<file path="src/rtl/tank_pkg.sv">
// Shared types and helpers for the tank movement scheduler.
package tank_pkg;
    localparam int NUM_TANKS = 5;
    localparam int GRID_W    = 64;
    localparam int GRID_H    = 48;
    localparam int COORD_W   = 6;

    typedef enum logic [1:0] {DIR_UP, DIR_DOWN, DIR_LEFT, DIR_RIGHT} dir_e;

    typedef enum logic [2:0] {
        ST_IDLE, ST_SEL, ST_CALC, ST_CHECK, ST_COMMIT, ST_DONE
    } state_e;

    // Extract the 6-bit coordinate field of tank i from a packed vector.
    function automatic logic [COORD_W-1:0] coord_of(input logic [NUM_TANKS*COORD_W-1:0] v,
                                                    input int i);
        logic [NUM_TANKS*COORD_W-1:0] s;
        s = v >> (COORD_W * i);
        return s[COORD_W-1:0];
    endfunction

    // Extract the 2-bit direction field of tank i from a packed vector.
    function automatic logic [1:0] dir_of(input logic [NUM_TANKS*2-1:0] v, input int i);
        logic [NUM_TANKS*2-1:0] s;
        s = v >> (2 * i);
        return s[1:0];
    endfunction
endpackage

</file>
<file path="src/rtl/tank_step_calc.sv">
// Single-step candidate cell and grid bounds check; no wrap-around.
module tank_step_calc
    import tank_pkg::*;
(
    input  logic [COORD_W-1:0] x,
    input  logic [COORD_W-1:0] y,
    input  logic [1:0]         dir,
    output logic [COORD_W-1:0] cand_x,
    output logic [COORD_W-1:0] cand_y,
    output logic               out_of_bounds
);
    localparam logic [COORD_W-1:0] X_MAX = COORD_W'(GRID_W - 1);
    localparam logic [COORD_W-1:0] Y_MAX = COORD_W'(GRID_H - 1);

    always_comb begin
        cand_x        = x;
        cand_y        = y;
        out_of_bounds = 1'b0;
        case (dir)
            DIR_UP: begin
                out_of_bounds = (y == '0);
                cand_y        = y - COORD_W'(1);
            end
            DIR_DOWN: begin
                out_of_bounds = (y == Y_MAX);
                cand_y        = y + COORD_W'(1);
            end
            DIR_LEFT: begin
                out_of_bounds = (x == '0);
                cand_x        = x - COORD_W'(1);
            end
            default: begin
                out_of_bounds = (x == X_MAX);
                cand_x        = x + COORD_W'(1);
            end
        endcase
    end
endmodule

</file>
<file path="src/rtl/tank_move_sched.sv">
// Per-frame tank movement scheduler: serialises moves in tank-index order.
// Define TANK_COLLIDE_EN to add the tank-vs-tank occupancy check.
module tank_move_sched
    import tank_pkg::*;
#(
    parameter logic [29:0] INIT_X = 30'h0,
    parameter logic [29:0] INIT_Y = 30'h0
) (
    input  logic        clk_25m,
    input  logic        rst_n,
    input  logic        frame_tick,
    input  logic [4:0]  tank_alive,
    input  logic [4:0]  mv_req,
    input  logic [9:0]  mv_dir,
    output logic [29:0] tank_x,
    output logic [29:0] tank_y,
    output logic [9:0]  tank_dir,
    output logic [4:0]  mv_ack,
    output logic [4:0]  mv_blocked,
    output logic        busy,
    output logic        done,
    output logic        frame_overrun
);
    logic [COORD_W-1:0] x_reg [NUM_TANKS];
    logic [COORD_W-1:0] y_reg [NUM_TANKS];
    logic [1:0]         face_reg [NUM_TANKS];
    logic [1:0]         dir_reg [NUM_TANKS];
    logic [COORD_W-1:0] init_x_arr [NUM_TANKS];
    logic [COORD_W-1:0] init_y_arr [NUM_TANKS];
    logic [1:0]         mv_dir_arr [NUM_TANKS];

    state_e             state_reg;
    logic [2:0]         idx_reg;
    logic [4:0]         alive_reg, req_reg;
    logic [COORD_W-1:0] cand_x_reg, cand_y_reg;
    logic               bad_reg;
    logic [4:0]         mv_ack_reg, mv_blocked_reg;
    logic               busy_reg, done_reg, overrun_reg;

    logic [COORD_W-1:0] step_x, step_y;
    logic               step_oob;
    logic               last_tank;
`ifdef TANK_COLLIDE_EN
    logic [2:0]         chk_reg;
    logic [4:0]         hit_vec;
`endif

    genvar gi;
    generate
        for (gi = 0; gi < NUM_TANKS; gi++) begin : g_tank
            assign init_x_arr[gi] = coord_of(INIT_X, gi);
            assign init_y_arr[gi] = coord_of(INIT_Y, gi);
            assign mv_dir_arr[gi] = dir_of(mv_dir, gi);
            assign tank_x[gi*COORD_W +: COORD_W] = x_reg[gi];
            assign tank_y[gi*COORD_W +: COORD_W] = y_reg[gi];
            assign tank_dir[gi*2 +: 2]           = face_reg[gi];
`ifdef TANK_COLLIDE_EN
            // Committed positions: tanks already moved this pass block at their new cell.
            assign hit_vec[gi] = alive_reg[gi] && (cand_x_reg == x_reg[gi])
                                 && (cand_y_reg == y_reg[gi]);
`endif
        end
    endgenerate

    tank_step_calc u_step (
        .x             (x_reg[idx_reg]),
        .y             (y_reg[idx_reg]),
        .dir           (dir_reg[idx_reg]),
        .cand_x        (step_x),
        .cand_y        (step_y),
        .out_of_bounds (step_oob)
    );

    assign last_tank = (idx_reg == 3'(NUM_TANKS - 1));

    always_ff @(posedge clk_25m or negedge rst_n) begin
        if (!rst_n) begin
            x_reg          <= init_x_arr;
            y_reg          <= init_y_arr;
            face_reg       <= '{default: 2'd0};
            dir_reg        <= '{default: 2'd0};
            state_reg      <= ST_IDLE;
            idx_reg        <= '0;
            alive_reg      <= '0;
            req_reg        <= '0;
            cand_x_reg     <= '0;
            cand_y_reg     <= '0;
            bad_reg        <= 1'b0;
            mv_ack_reg     <= '0;
            mv_blocked_reg <= '0;
            busy_reg       <= 1'b0;
            done_reg       <= 1'b0;
            overrun_reg    <= 1'b0;
`ifdef TANK_COLLIDE_EN
            chk_reg        <= '0;
`endif
        end else begin
            mv_ack_reg     <= '0;
            mv_blocked_reg <= '0;
            done_reg       <= 1'b0;
            if (frame_tick && state_reg != ST_IDLE) overrun_reg <= 1'b1;

            case (state_reg)
                ST_IDLE: begin
                    if (frame_tick) begin
                        alive_reg <= tank_alive;
                        req_reg   <= mv_req;
                        dir_reg   <= mv_dir_arr;
                        idx_reg   <= '0;
                        busy_reg  <= 1'b1;
                        state_reg <= ST_SEL;
                    end
                end
                ST_SEL: begin
                    if (alive_reg[idx_reg] && req_reg[idx_reg]) begin
                        state_reg <= ST_CALC;
                    end else if (last_tank) begin
                        state_reg <= ST_DONE;
                    end else begin
                        idx_reg   <= idx_reg + 3'd1;
                        state_reg <= ST_SEL;
                    end
                end
                ST_CALC: begin
                    cand_x_reg <= step_x;
                    cand_y_reg <= step_y;
                    bad_reg    <= step_oob;
`ifdef TANK_COLLIDE_EN
                    chk_reg    <= '0;
                    state_reg  <= ST_CHECK;
`else
                    state_reg  <= ST_COMMIT;
`endif
                end
`ifdef TANK_COLLIDE_EN
                ST_CHECK: begin
                    if (chk_reg != idx_reg && hit_vec[chk_reg]) bad_reg <= 1'b1;
                    if (chk_reg == 3'(NUM_TANKS - 1)) state_reg <= ST_COMMIT;
                    else chk_reg <= chk_reg + 3'd1;
                end
`endif
                ST_COMMIT: begin
                    // Facing always follows the request, even when the move is refused.
                    face_reg[idx_reg] <= dir_reg[idx_reg];
                    if (!bad_reg) begin
                        x_reg[idx_reg]      <= cand_x_reg;
                        y_reg[idx_reg]      <= cand_y_reg;
                        mv_ack_reg[idx_reg] <= 1'b1;
                    end else begin
                        mv_blocked_reg[idx_reg] <= 1'b1;
                    end
                    if (last_tank) begin
                        state_reg <= ST_DONE;
                    end else begin
                        idx_reg   <= idx_reg + 3'd1;
                        state_reg <= ST_SEL;
                    end
                end
                ST_DONE: begin
                    done_reg  <= 1'b1;
                    busy_reg  <= 1'b0;
                    state_reg <= ST_IDLE;
                end
                default: state_reg <= ST_IDLE;
            endcase
        end
    end

    assign mv_ack        = mv_ack_reg;
    assign mv_blocked    = mv_blocked_reg;
    assign busy          = busy_reg;
    assign done          = done_reg;
    assign frame_overrun = overrun_reg;
endmodule
</file>
<file path="config.mk">
export PLATFORM = sky130hd
export DESIGN_NAME = tank_move_sched
export DESIGN_NICKNAME = d
export VERILOG_FILES = /design/src/rtl/tank_pkg.sv /design/src/rtl/tank_step_calc.sv /design/src/rtl/tank_move_sched.sv
export SDC_FILE = /design/constraint.sdc
export NUM_CORES = 1
export LEC_CHECK = 0
export CAP_MARGIN = 10
export CORE_ASPECT_RATIO = 0.5
export CORE_MARGIN = 2
export CORE_UTILIZATION = 52
export DETAILED_ROUTE_END_ITERATION = 8
export GPL_TIMING_DRIVEN = 0
export MAX_ROUTING_LAYER = met4
export PLACE_DENSITY = 0.78
export SETUP_SLACK_MARGIN = 0.15
export SLEW_MARGIN = 20
export SYNTH_ARGS = -nofsm -noshare
export SYNTH_HDL_FRONTEND = slang
export SYNTH_SLANG_ARGS = --single-unit
</file>
<file path="constraint.sdc">
create_clock -name clk_25m -period 4.46 [get_ports clk_25m]
set_input_delay 1.338 -clock clk_25m [delete_from_list [all_inputs] [get_ports clk_25m]]
set_output_delay 1.338 -clock clk_25m [all_outputs]
set_load 0.02 [all_outputs]
</file>
== After elaboration in Yosys (flattened, before gate mapping) ==
Cells that the tools add are included.

* Add/sub/neg operators: 5
* $lt $le $gt $ge: 4
* Eq/ne operators: 11
* Mux-type cells: 40
* Bitwise gates (word level): 2
* Reduce and logical (&&, ||, !) cells: 16

{| class="wikitable"
|+ Operators by type and width
! kind !! count
|-
| 30-bit bitwise mux || 2
|-
| 6-bit binary-select mux with 3-bit select || 2
|-
| 6-bit 2-to-1 mux || 5
|-
| 6-bit case mux with 2 select lines || 2
|-
| 5-bit 2-to-1 mux || 4
|-
| 6-bit demux with 3-bit select || 1
|-
| 3-bit 2-to-1 mux || 6
|-
| 6-bit by 1-bit adder with 6-bit output (second input constant) || 2
|-
| 6-bit equality test (second input constant) || 2
|-
| 6-bit logical NOT || 2
|-
| 3-bit case mux with 4 select lines || 1
|-
| 6-bit by 1-bit subtractor with 6-bit output (second input constant) || 2
|-
| 10-bit bitwise mux || 1
|-
| 3-bit equality test (second input constant) || 3
|-
| 3-bit case mux with 3 select lines || 1
|-
| 1-bit binary-select mux with 3-bit select || 2
|-
| 2-bit binary-select mux with 3-bit select || 1
|-
| 2-bit demux with 3-bit select || 1
|-
| 2-bit 2-to-1 mux || 3
|-
| 2-bit AND reduction || 3
|-
| 3-bit nonzero test || 2
|-
| 1-bit 2-to-1 mux || 5
|-
| 4-bit >= comparator (second input constant) || 1
|-
| 1-bit logical AND || 4
|-
| 19 further kinds || 20
|}

* Bits in registers: 122
* Input port bits: 23
* Output and inout bits: 83
* Logic and storage cells: 110

== Longest topological paths before layout ==
* Word-level depth: 7
* Gate-level depth with buffers: 16
* Mapped depth without buffers: 12

== By module ==
From an unflattened synthesis, not the netlist that was laid out.

* Cells, all modules: 428
* Area total of the unflattened synthesis: 5875.6 sq um

{| class="wikitable"
|+ Modules (own cells, without submodules)
! module !! instances !! cells each !! area an instance (sq um) !! sequential area each (sq um)
|-
| tank_move_sched || 1 || 355 || 5341.4 || 3052.9
|-
| tank_step_calc || 1 || 73 || 534.3 || 0.0
|}

== Worst setup path after synthesis ==
Ideal clock, no wire load.

* Path kind: flip-flop to flip-flop
* Start point: register idx_reg[0]
* End point: register cand_x_reg[5]
* Setup time: 0.131 ns
* Data arrival time: 3.161 ns
* Required time: 4.329 ns
* Setup slack: 1.168 ns
* Stages on the path, launching flop included: 13
* Path buffers: 1
* Period minus slack after synthesis: 3.292 ns
* Cell sequence: dfrtp_1 buf_6 mux2_4 a222oi_1 nor2_1 ha_1 inv_1 nor4_1 o22ai_1 a2111oi_1 a41oi_2 xnor2_1 o21ai_1

* Cells in the longest elaborated chain, start to end: 7
* Elaborated cells on any way between the ends: 14
* Those cells by class: 2 x add/sub; 2 x eq/ne; 7 x mux; 1 x bitwise; 2 x reduce/logical

{| class="wikitable"
|+ RTL lines
! element !! RTL line !! text
|-
| from (decl) || tank_move_sched.sv:33 || <nowiki>logic [2:0] idx_reg;</nowiki>
|-
| from (signal assigned) || tank_move_sched.sv:120 || <nowiki>idx_reg <= idx_reg + 3'd1;</nowiki>
|-
| from (signal assigned) || tank_move_sched.sv:155 || <nowiki>idx_reg <= idx_reg + 3'd1;</nowiki>
|-
| 3-bit inverter with 4-bit output (not written as such) (*) || tank_move_sched.sv:66, tank_move_sched.sv:68 ||
|-
| branches (longest 5 deep; another with 6-bit by 1-bit adder with 6-bit output) || -- ||
|-
| 6-bit case mux with 2 select lines (*) || tank_step_calc.sv:19 || <nowiki>case (dir)</nowiki>
|-
| to (signal assigned) || tank_move_sched.sv:125 || <nowiki>cand_x_reg <= step_x;</nowiki>
|-
| to (decl) || tank_move_sched.sv:35 || <nowiki>logic [COORD_W-1:0] cand_x_reg, cand_y_reg;</nowiki>
|}

Every way passes the cells marked *. The select of a mux whose other input is x is not followed.
A chain may end at the register's enable or synchronous reset.

== Worst setup path in the final report ==
Same ends and word-level chain as after synthesis.

==> impl_summary.txt <==
----------------------------------------------------
[Run status]
  Status ... finished clean

[Die]
  Initial standard-cell utilization of the core ... 0.5270
  Core area ... 10880 um^2
  IO Count ... 106
  Die extent in y ... 78.25 um
  Placement Rows ... 27
  Horiz. Die Dim ... 152.5 um
  Die area ... 11930 um^2

[Setup path]
  Worst Setup Path Type ... flip-flop to flip-flop
  Critical-path cell list ... buf_6, buf_6, buf_6, buf_6, mux2i_1, nor2_1, a211oi_2, inv_1, ha_1, inv_1, nor4_1, o22ai_1, a2111oi_1, a41oi_2, xnor2_1, o21ai_1
  Buffers and inverters on the worst path ... 6
  CP endpoint kind ... flip-flop
  Startpoint types ... flip-flop
  Largest stage delay on the critical path ... 500 ps
  Family with the most delay on the worst path ... compound AO/OA/AOI/OAI gates
  Maximum fanout encountered on the critical timing path ... 10
  Cell with the most instances on the worst path ... sky130_fd_sc_hd__buf_6
  Data arrival time of the critical path ... 4230 ps
  Cell type of the slowest stage on the worst timing path ... sky130_fd_sc_hd__a2111oi_1
  Required time worst endpoint ... 4730 ps

[Run]
  Max-capacitance violation count ... 0

[Timing]
  Slew at the pin closest to its max-slew limit ... 734.1 ps
  Total count of hold-check failures in the final report ... 0
  Number of slew-limit violations in the final report ... 0
  Slew HR ... 0.5041
  Post-route clock skew ... 8.572 ps
  Minimum period implied by the final worst setup slack ... 3954 ps
  Setup repair after global routing missed its margin ... false
  Number of setup violations in the final report ... 0
  Smallest hold slack ... 470.3 ps
  Max Clk Rate ... 252.9 MHz
  Tcrit/Tclk final ... 0.8865

[Global routing]
  Pin count of the biggest net entering global routing ... 78
  GR met1 Demand/Resource ... 0.3836
  Met2 GRT Util ... 0.3914
  Peak-usage layer in the global routing report ... met2
  Aggregate global routing overflow ... 0
  Antenna violations before repair ... 0
  Wire length of the first global-routing pass ... 23810 um
  Met3 usage in global routing ... 0.04638
  Total Routing Usage GR ... 0.2697
  Number of global-route vias before repair ... 4365

[Clock network]
  Post-CTS Hold Buffers ... 0
  Clock slew at reported path FFs ... 60 ps
  Buffers inserted during post-CTS setup optimization ... 0
  Clock tree root driver cell ... sky130_fd_sc_hd__clkbuf_16
  TritonCTS clock tree ... done
  Clock Sink Count ... 122
  Maximum number of buffers from clock root to sink ... 2
  Skew-Pair Late Insertion Delay ... 420 ps
  Count of instances resized after the clock tree is built ... 0
  Number of buffers created by CTS ... 17
  Number of levels the H-tree was split into ... 4

[Synth]
  Predominant post-synthesis flop cell ... sky130_fd_sc_hd__dfrtp_1
  Synth Warn # ... 0
  Asr flop ratio synth ... 1.000
  Sequential cell area fraction in the yosys report ... 0.5325
  Top-count cell post-synth ... sky130_fd_sc_hd__dfrtp_1
  Gate count of the mapped netlist ... 477
  Library cell with the largest summed area after synthesis ... sky130_fd_sc_hd__dfrtp_1
  Count of distinct cell types in the synthesized netlist ... 60
  Area share of the largest cell type after synthesis ... 0.5325
  Top area cells in the synthesized netlist ... sky130_fd_sc_hd__dfrtp_1 (53%), sky130_fd_sc_hd__mux2_2 (15%), sky130_fd_sc_hd__mux2i_1 (5.4%), sky130_fd_sc_hd__nand2_1 (2.4%), sky130_fd_sc_hd__nor2_1 (1.9%)
  Most numerous cell types in the synthesized netlist ... sky130_fd_sc_hd__dfrtp_1 (122), sky130_fd_sc_hd__mux2_2 (76), sky130_fd_sc_hd__nand2_1 (37), sky130_fd_sc_hd__mux2i_1 (31), sky130_fd_sc_hd__nor2_1 (29)
  Syn Nets ... 505
  Post-synth EDFFs ... 0
  Cell area after technology mapping ... 5733 um^2
  Synth Area per Inst ... 12.02 um^2
  Number of synthesized register bits ... 122

[Route]
  Number of vias in the routed layout ... 4290
  Vias per Instance ... 5.637
  Pre-antenna DRT Iters ... 7
  Final wirelength ... 15010 um
  Starting DRC count in detailed routing ... 360
  Drc violations ... 0
  Average wire length per cell after detail routing ... 19.72 um
  Number of nets with antenna violations after routing ... 0

[Layout]
  Final cell count without fillers ... 761
  Share of cells above drive strength 1 ... 0.2192
  Count of nets after finishing ... 631
  Ant. Diodes ... 0
  Syn-to-layout area delta ... 32.80%

[Place]
  Quantity of I/O buffers inserted on ports ... 105
  Inst Count DP ... 728
  Gp weighted congestion ... 0.9504
  Placed wire-length estimate ... 10190 um

[Power and ir drop]
  Leakage Power ... 3.389 nW
  Worst VDD drop ... 0.3417 mV
  Power consumption ... 5.420 mW
  Pwr per Cell Area ... 711.9 nW/um^2

[Min path]
  Worst min-delay path category ... flip-flop to flip-flop

----------------------------------------------------
[layer usage]
metal	share of wire	up-vias
li1	-	1990
met1	0.48	2156
met2	0.45	121
met3	0.053	23
met4	0.021	0
met5	0	-
[power breakdown]
part | switching (mW) | total [mW] | internal, mW | leakage [nW]
Combinational | 1.27 | 2.30 | 1.03 | 1.46
Sequential | 0.269 | 1.69 | 1.42 | 1.62
Clock | 0.508 | 1.43 | 0.921 | 0.303
Total | 2.05 | 5.42 | 3.37 | 3.39
[through the flow]
stage	util	cell area (um^2)	TNS, ps	setup slack, ps
5_1_grt	0.6999	7614	0	156.0
3_3_place_gp	0.6403	6965	-317570	-2615
2_1_floorplan	-	5733	0	1168
3_5_place_dp	0.6430	6994	0	283.3
4_1_cts	0.6994	7609	0	252.9
6_report	0.6999	7614	0	506.3
[cell usage in the layout, fill, tap and decap left out, types with 12 or more instances in the layout]
master	n
sky130_fd_sc_hd__o22ai_1	12
sky130_fd_sc_hd__clkdlybuf4s50_1	104
sky130_fd_sc_hd__dfrtp_1	122
sky130_fd_sc_hd__a21oi_1	14
sky130_fd_sc_hd__o21ai_0	17
sky130_fd_sc_hd__mux2i_1	31
sky130_fd_sc_hd__nand2_1	37
sky130_fd_sc_hd__nor2_1	29
sky130_fd_sc_hd__clkbuf_16	17
sky130_fd_sc_hd__mux2_2	76
[final cells by class]
type	count	area, um^2
Buffer	25	141.4
Clock buffer	21	470.5
Clock inverter	11	143.9
Fill cell	781	3264
Inverter	10	37.54
Multi-Input combinational cell	320	2501
Sequential cell	122	3053
Tap cell	145	181.4
Timing Repair Buffer	107	1085
[path summary, 6_finish.rpt]
path                                                 from                         to  slack (ps)  cells past startpoint
worst max-delay path               idx_reg[0]$_DFFE_PN0P_  cand_x_reg[5]$_DFFE_PN0P_         510                     16
worst min register to register  frame_overrun$_DFFE_PN0P_  frame_overrun$_DFFE_PN0P_         470                      1
worst min-delay path            frame_overrun$_DFFE_PN0P_  frame_overrun$_DFFE_PN0P_         470                      1
min in group asynchronous                           rst_n        mv_ack[0]$_DFF_PN0_         850                      1
max in group asynchronous                           rst_n     req_reg[4]$_DFFE_PN0P_        2880                      2
worst max register to register     idx_reg[0]$_DFFE_PN0P_  cand_x_reg[5]$_DFFE_PN0P_         510                     16
[kinds of logic after synthesis]
| kind of cell | count (synthesis) | synth area share |
|---|---|---|
| mux | 116 | 0.2217 |
| compound gates | 79 | 0.09232 |
| fa+ha+maj | 5 | 0.01091 |
| xor+xnor | 11 | 0.01680 |
| buf+inv | 35 | 0.03121 |
| flops | 122 | 0.5325 |
| simple gates | 109 | 0.09450 |
Note: power is estimated with default switching activity, not from simulation.
==> edit 1 (same settings) <==
The 6 states of `state_e` get a one-hot encoding in 6 bits.
--- a/src/rtl/tank_pkg.sv
+++ b/src/rtl/tank_pkg.sv
@@ -9,4 +9,4 @@
 
-    typedef enum logic [2:0] {
-        ST_IDLE, ST_SEL, ST_CALC, ST_CHECK, ST_COMMIT, ST_DONE
+    typedef enum logic [5:0] {
+        ST_IDLE = 6'b000001, ST_SEL = 6'b000010, ST_CALC = 6'b000100, ST_CHECK = 6'b001000, ST_COMMIT = 6'b010000, ST_DONE = 6'b100000
     } state_e;
Function: same outputs for any inputs over 4 cycles, from zero or initial values and one cycle with rst_n low; so few cycles prove little.
==> edit 1 against the original RTL <==
Routed wire length increased by 2.3%; critical path depth is 3 lower; area after synthesis grew 0.96%; setup slack improved by 0.34 ns; synthesized cell count rose by 1.3%; via count rose by 3.0%; final area rose by 0.90%; sequential cell count increased by 2; clock skew decreased by 0.0014 ns; critical path type unchanged.
Power is not compared: it rests on default switching activity, and its combinational part moved more than twofold at a synthesized area within 25%.
==> edit 1: results <==
export IMPL_yosysSeqAreaShare_pct=53.63
export IMPL_placed_cells=734
export IMPL_clockBufferDepth=2
export IMPL_skew_ns=0.007213
export IMPL_drive_above_1_share_pct=24.32
export IMPL_pre_cts_ws_ns=1.008
export IMPL_vias=4418
export IMPL_netlist_cell_type_count=57
export IMPL_via_per_inst=5.768
export IMPL_relSlewSlack_pct=43.50
export IMPL_syn_nets=510
export IMPL_drt_iter0_markers=328
export IMPL_grt_util_all_layers_pct=27.44
export IMPL_status="finished clean"
export IMPL_grt_max_degree=64
export IMPL_irDropWorstVdd_mv=0.3864
export IMPL_gp_congestion=0.9066
export IMPL_drt_wl_total_um=15360
export IMPL_dr_pass1_iters=5
export IMPL_cts_resized=0
export IMPL_synthTopCellsByArea="dfrtp_1, mux2_2, nand2_1"
export IMPL_dp_hpwl_um=10350
export IMPL_grt_pass1_wl_um=24180
export IMPL_layout_nets=635
export IMPL_synth_top_cells_by_count="dfrtp_1, mux2_2, nand2_1"
export IMPL_nFillCells=783
==> edit 1: area by class of cell <==
cell class,instances,area share [%]
sequential,124,40.41
multi-input combinational,327,32.20
timing repair buffer,106,14.06
clock buffer,18,5.717
clock inverter,14,2.524
tap,145,2.362
buffer,23,2.296
inverter,9,0.4397
==> edit 1: through the flow <==
stage          utilization [%]  instance area, µm²  setup TNS, ns  power [mW]
6_report                 70.40                7682              0       3.904
5_1_grt                  70.40                7682              0       4.093
3_5_place_dp             64.60                7049              0       2.416
3_3_place_gp             64.34                7020        -331.62       2.391
4_1_cts                  70.40                7682              0       3.899
2_1_floorplan                -                5788              0       2.120
==> edit 1: worst paths after layout <==
kind	slack (ns)	depth (start not counted)	to
max reg2reg	0.84	13	cand_y_reg[4]$_DFFE_PN0P_
min	0.46	1	frame_overrun$_DFFE_PN0P_
min in group asynchronous	0.90	1	state_reg[4]$_DFFE_PN0N_
max in group asynchronous	2.86	2	tank_y[18]$_DFFE_PN0P_
min reg2reg	0.46	1	frame_overrun$_DFFE_PN0P_
max	0.84	13	cand_y_reg[4]$_DFFE_PN0P_
==> edit 1: worst max-delay path, stage by stage, from the launching register on <==
cell,delay [ns]
dfrtp_1,0.47
buf_4,0.27
clkbuf_1,0.47
o21ai_0,0.34
nand2_1,0.28
clkbuf_1,0.43
nand2_1,0.13
xnor2_1,0.16
ha_1,0.23
nor2b_1,0.14
a32o_1,0.18
nand2_1,0.09
xnor2_1,0.21
o21ai_1,0.09
==> edit 1: logic make-up after synthesis <==
| logic type | count (synthesis) | share of synthesized area, % |
|---|---|---|
| and+or+nand+nor | 125 | 10.87 |
| AOI/OAI and AO/OA | 91 | 10.85 |
| buffers and inverters | 32 | 3.631 |
| adders and majority gates | 4 | 0.8647 |
| xor gates and xnor gates | 11 | 1.665 |
| DFF | 124 | 53.63 |
| muxes | 96 | 18.48 |
==> edit 1: layer usage <==
metal	vias up	track usage, %	wire, µm
met5	-	-	0
li1	1994	-	-
met1	2203	36.86	6897
met4	0	11.11	314
met2	192	39.02	6855
met3	29	8.504	1287
==> edit 1: power by group through the flow <==
stage | clock [mW] | sequential (mW) | combinational, mW
floorplan | 0 | 1.39 | 0.728
global placement | 0 | 1.43 | 0.962
detailed placement | 0 | 1.44 | 0.981
CTS | 1.48 | 1.42 | 0.999
global route | 1.54 | 1.45 | 1.11
finish | 1.47 | 1.42 | 1.01
==> edit 2 (same settings) <==
Made on the original files. The option `TANK_COLLIDE_EN` is turned on by a define.
--- a/src/rtl/tank_move_sched.sv
+++ b/src/rtl/tank_move_sched.sv
@@ -2,2 +2,4 @@
 // Define TANK_COLLIDE_EN to add the tank-vs-tank occupancy check.
+`define TANK_COLLIDE_EN
+
 module tank_move_sched
Function: changed (a bounded check fails within 10 cycles, from zero or initial values and one cycle with rst_n low).
==> edit 2 against the original RTL <==
Area after synthesis rose by 17%; total power rose by 20%; final area rose by 14%; non-clock buffer count rose by 12; routed wire length rose by 30%; setup slack improved by 0.37 ns; sequential cell count rose by 3; highest routed layer unchanged.
==> edit 2: results <==
export IMPL_status="finished clean"
export IMPL_drt_iter0_markers=533
export IMPL_dr_pass1_iters=5
export IMPL_portBuffers=105
export IMPL_synthTopCellsByArea="dfrtp_1, mux2_2, xnor2_1"
export IMPL_post_dp_cell_area_um2=8014
export IMPL_leakagePower_nw=3.780
export IMPL_antenna_found_initial=0
export IMPL_slew_viol_final=0
export IMPL_synth_edf_count=0
export IMPL_yosysSeqAreaShare_pct=46.54
export IMPL_path_clk_slew_ns=0.06
export IMPL_grt_pass1_vias=5199
export IMPL_power_switching_mw=2.684
export IMPL_clockBufferDepth=2
export IMPL_cts_root_buf="clkbuf_16"
export IMPL_irDropWorstVdd_mv=0.3427
export IMPL_yosys_warnings=0
export IMPL_antenna_cells=0
export IMPL_cts_resized=0
export IMPL_grt_max_degree=67
export IMPL_via_per_inst=5.958
export IMPL_post_cts_setup_buffer_count=0
export IMPL_drt_wl_total_um=19520
export IMPL_syn_nets=627
export IMPL_cp_arrival_ns=3.84
export IMPL_crit_fanout=10
export IMPL_relSlewSlack_pct=25.25
export IMPL_nFillCells=911
export IMPL_netlist_cell_type_count=66
export IMPL_placed_cells=873
export IMPL_instances_no_fill=905
export IMPL_synth_top_cells_by_count="dfrtp_1, mux2_2, xnor2_1"
export IMPL_clkLatencyLatePin_ns=0.42
export IMPL_worstHoldStart="frame_overrun$_DFFE_PN0P_"
export IMPL_drive_above_1_share_pct=19.18
export IMPL_finalSetupViolations=0
export IMPL_grt_pass1_wl_um=30240
export IMPL_synthArstFlopShare_pct=100.0
export IMPL_layout_nets=752
export IMPL_cts_inserted_buffers=17
export IMPL_skew_ns=0.007196
export IMPL_netlist_instances=597
export IMPL_startpoint="idx_reg[1]$_DFFE_PN0P_"
export IMPL_grt_util_all_layers_pct=30.22
export IMPL_gp_congestion=0.9294
export IMPL_dp_hpwl_um=13870
export IMPL_hold_path_class="reg -> reg"
export IMPL_htreeDepth=4
==> edit 2: cell types whose count changed in the layout (fill, tap and decap cells not counted), sizes merged, moves of 10 or more <==
cell    before  now
clkbuf      31   43
mux2i       31   10
nand3        3   13
o21ai       26   36
xnor2        7   46
xor2         4   28
==> edit 2: layer usage <==
layer	routed length, µm	up-vias	global-route usage, %
met3	1596	23	8.152
li1	-	2389	-
met5	0	-	-
met2	8836	218	43.36
met4	203	0	6.324
met1	8883	2762	43.27
==> edit 2: cell families after synthesis <==
| group | Yosys count | share of synthesized area, % |
|---|---|---|
| and+or+nand+nor | 145 | 11.04 |
| DFF | 125 | 46.54 |
| muxes | 102 | 18.47 |
| AOI/OAI and AO/OA | 95 | 9.550 |
| xor gates and xnor gates | 74 | 9.643 |
| buffers and inverters | 49 | 3.462 |
| adders and majority gates | 7 | 1.303 |
==> edit 2: critical path, stage by stage, from the launching register on <==
cell	delay, ns
dfrtp_1	0.48
buf_2	0.26
a211oi_1	0.43
o32a_1	0.33
buf_2	0.29
clkbuf_1	0.44
nor2_1	0.10
xnor2_1	0.15
ha_1	0.26
nor3_1	0.19
a21oi_1	0.06
nor2_1	0.11
xor2_1	0.19
o21ai_0	0.13
==> edit 2: stage by stage <==
stage               util [%]  worst slack [ns]  hold slack [ns]
finish                 68.59            0.8812           0.4748
global route           68.59            0.5657           0.4949
detailed placement     63.47            0.6879           0.4552
floorplan                  -             1.602           0.4721
global placement       63.24            -2.780           0.4515
CTS                    68.59            0.9082           0.4724
==> edit 2: power by group through the flow <==
stage	combinational, mW	sequential, mW	clock [mW]
floorplan	1.96	1.86	0
global placement	3.03	1.78	0
detailed placement	3.08	1.79	0
CTS	3.12	1.78	1.54
global route	3.42	1.82	1.59
finish	3.17	1.79	1.53
==> edit 2: area by class of cell <==
cell class,instances,share of cell area [%]
plain buffers,38,2.210
inverters,11,0.4767
flip-flops and latches,125,36.12
multi-input cells,423,38.80
clock inverters,13,2.470
well taps,170,2.456
clock buffers,19,4.999
repair buffers,106,12.47
==> edit 2: final timing paths <==
check                      slack (ns)  depth (start not counted)                   endpoint
hold reg to reg                  0.47                          1  frame_overrun$_DFFE_PN0P_
hold / removal                   0.47                          1  frame_overrun$_DFFE_PN0P_
setup / recovery                 0.88                         13  cand_x_reg[4]$_DFFE_PN0P_
min in group asynchronous        0.89                          1  cand_x_reg[1]$_DFFE_PN0P_
max in group asynchronous        2.83                          2   alive_reg[4]$_DFFE_PN0P_
setup reg to reg                 0.88                         13  cand_x_reg[4]$_DFFE_PN0P_
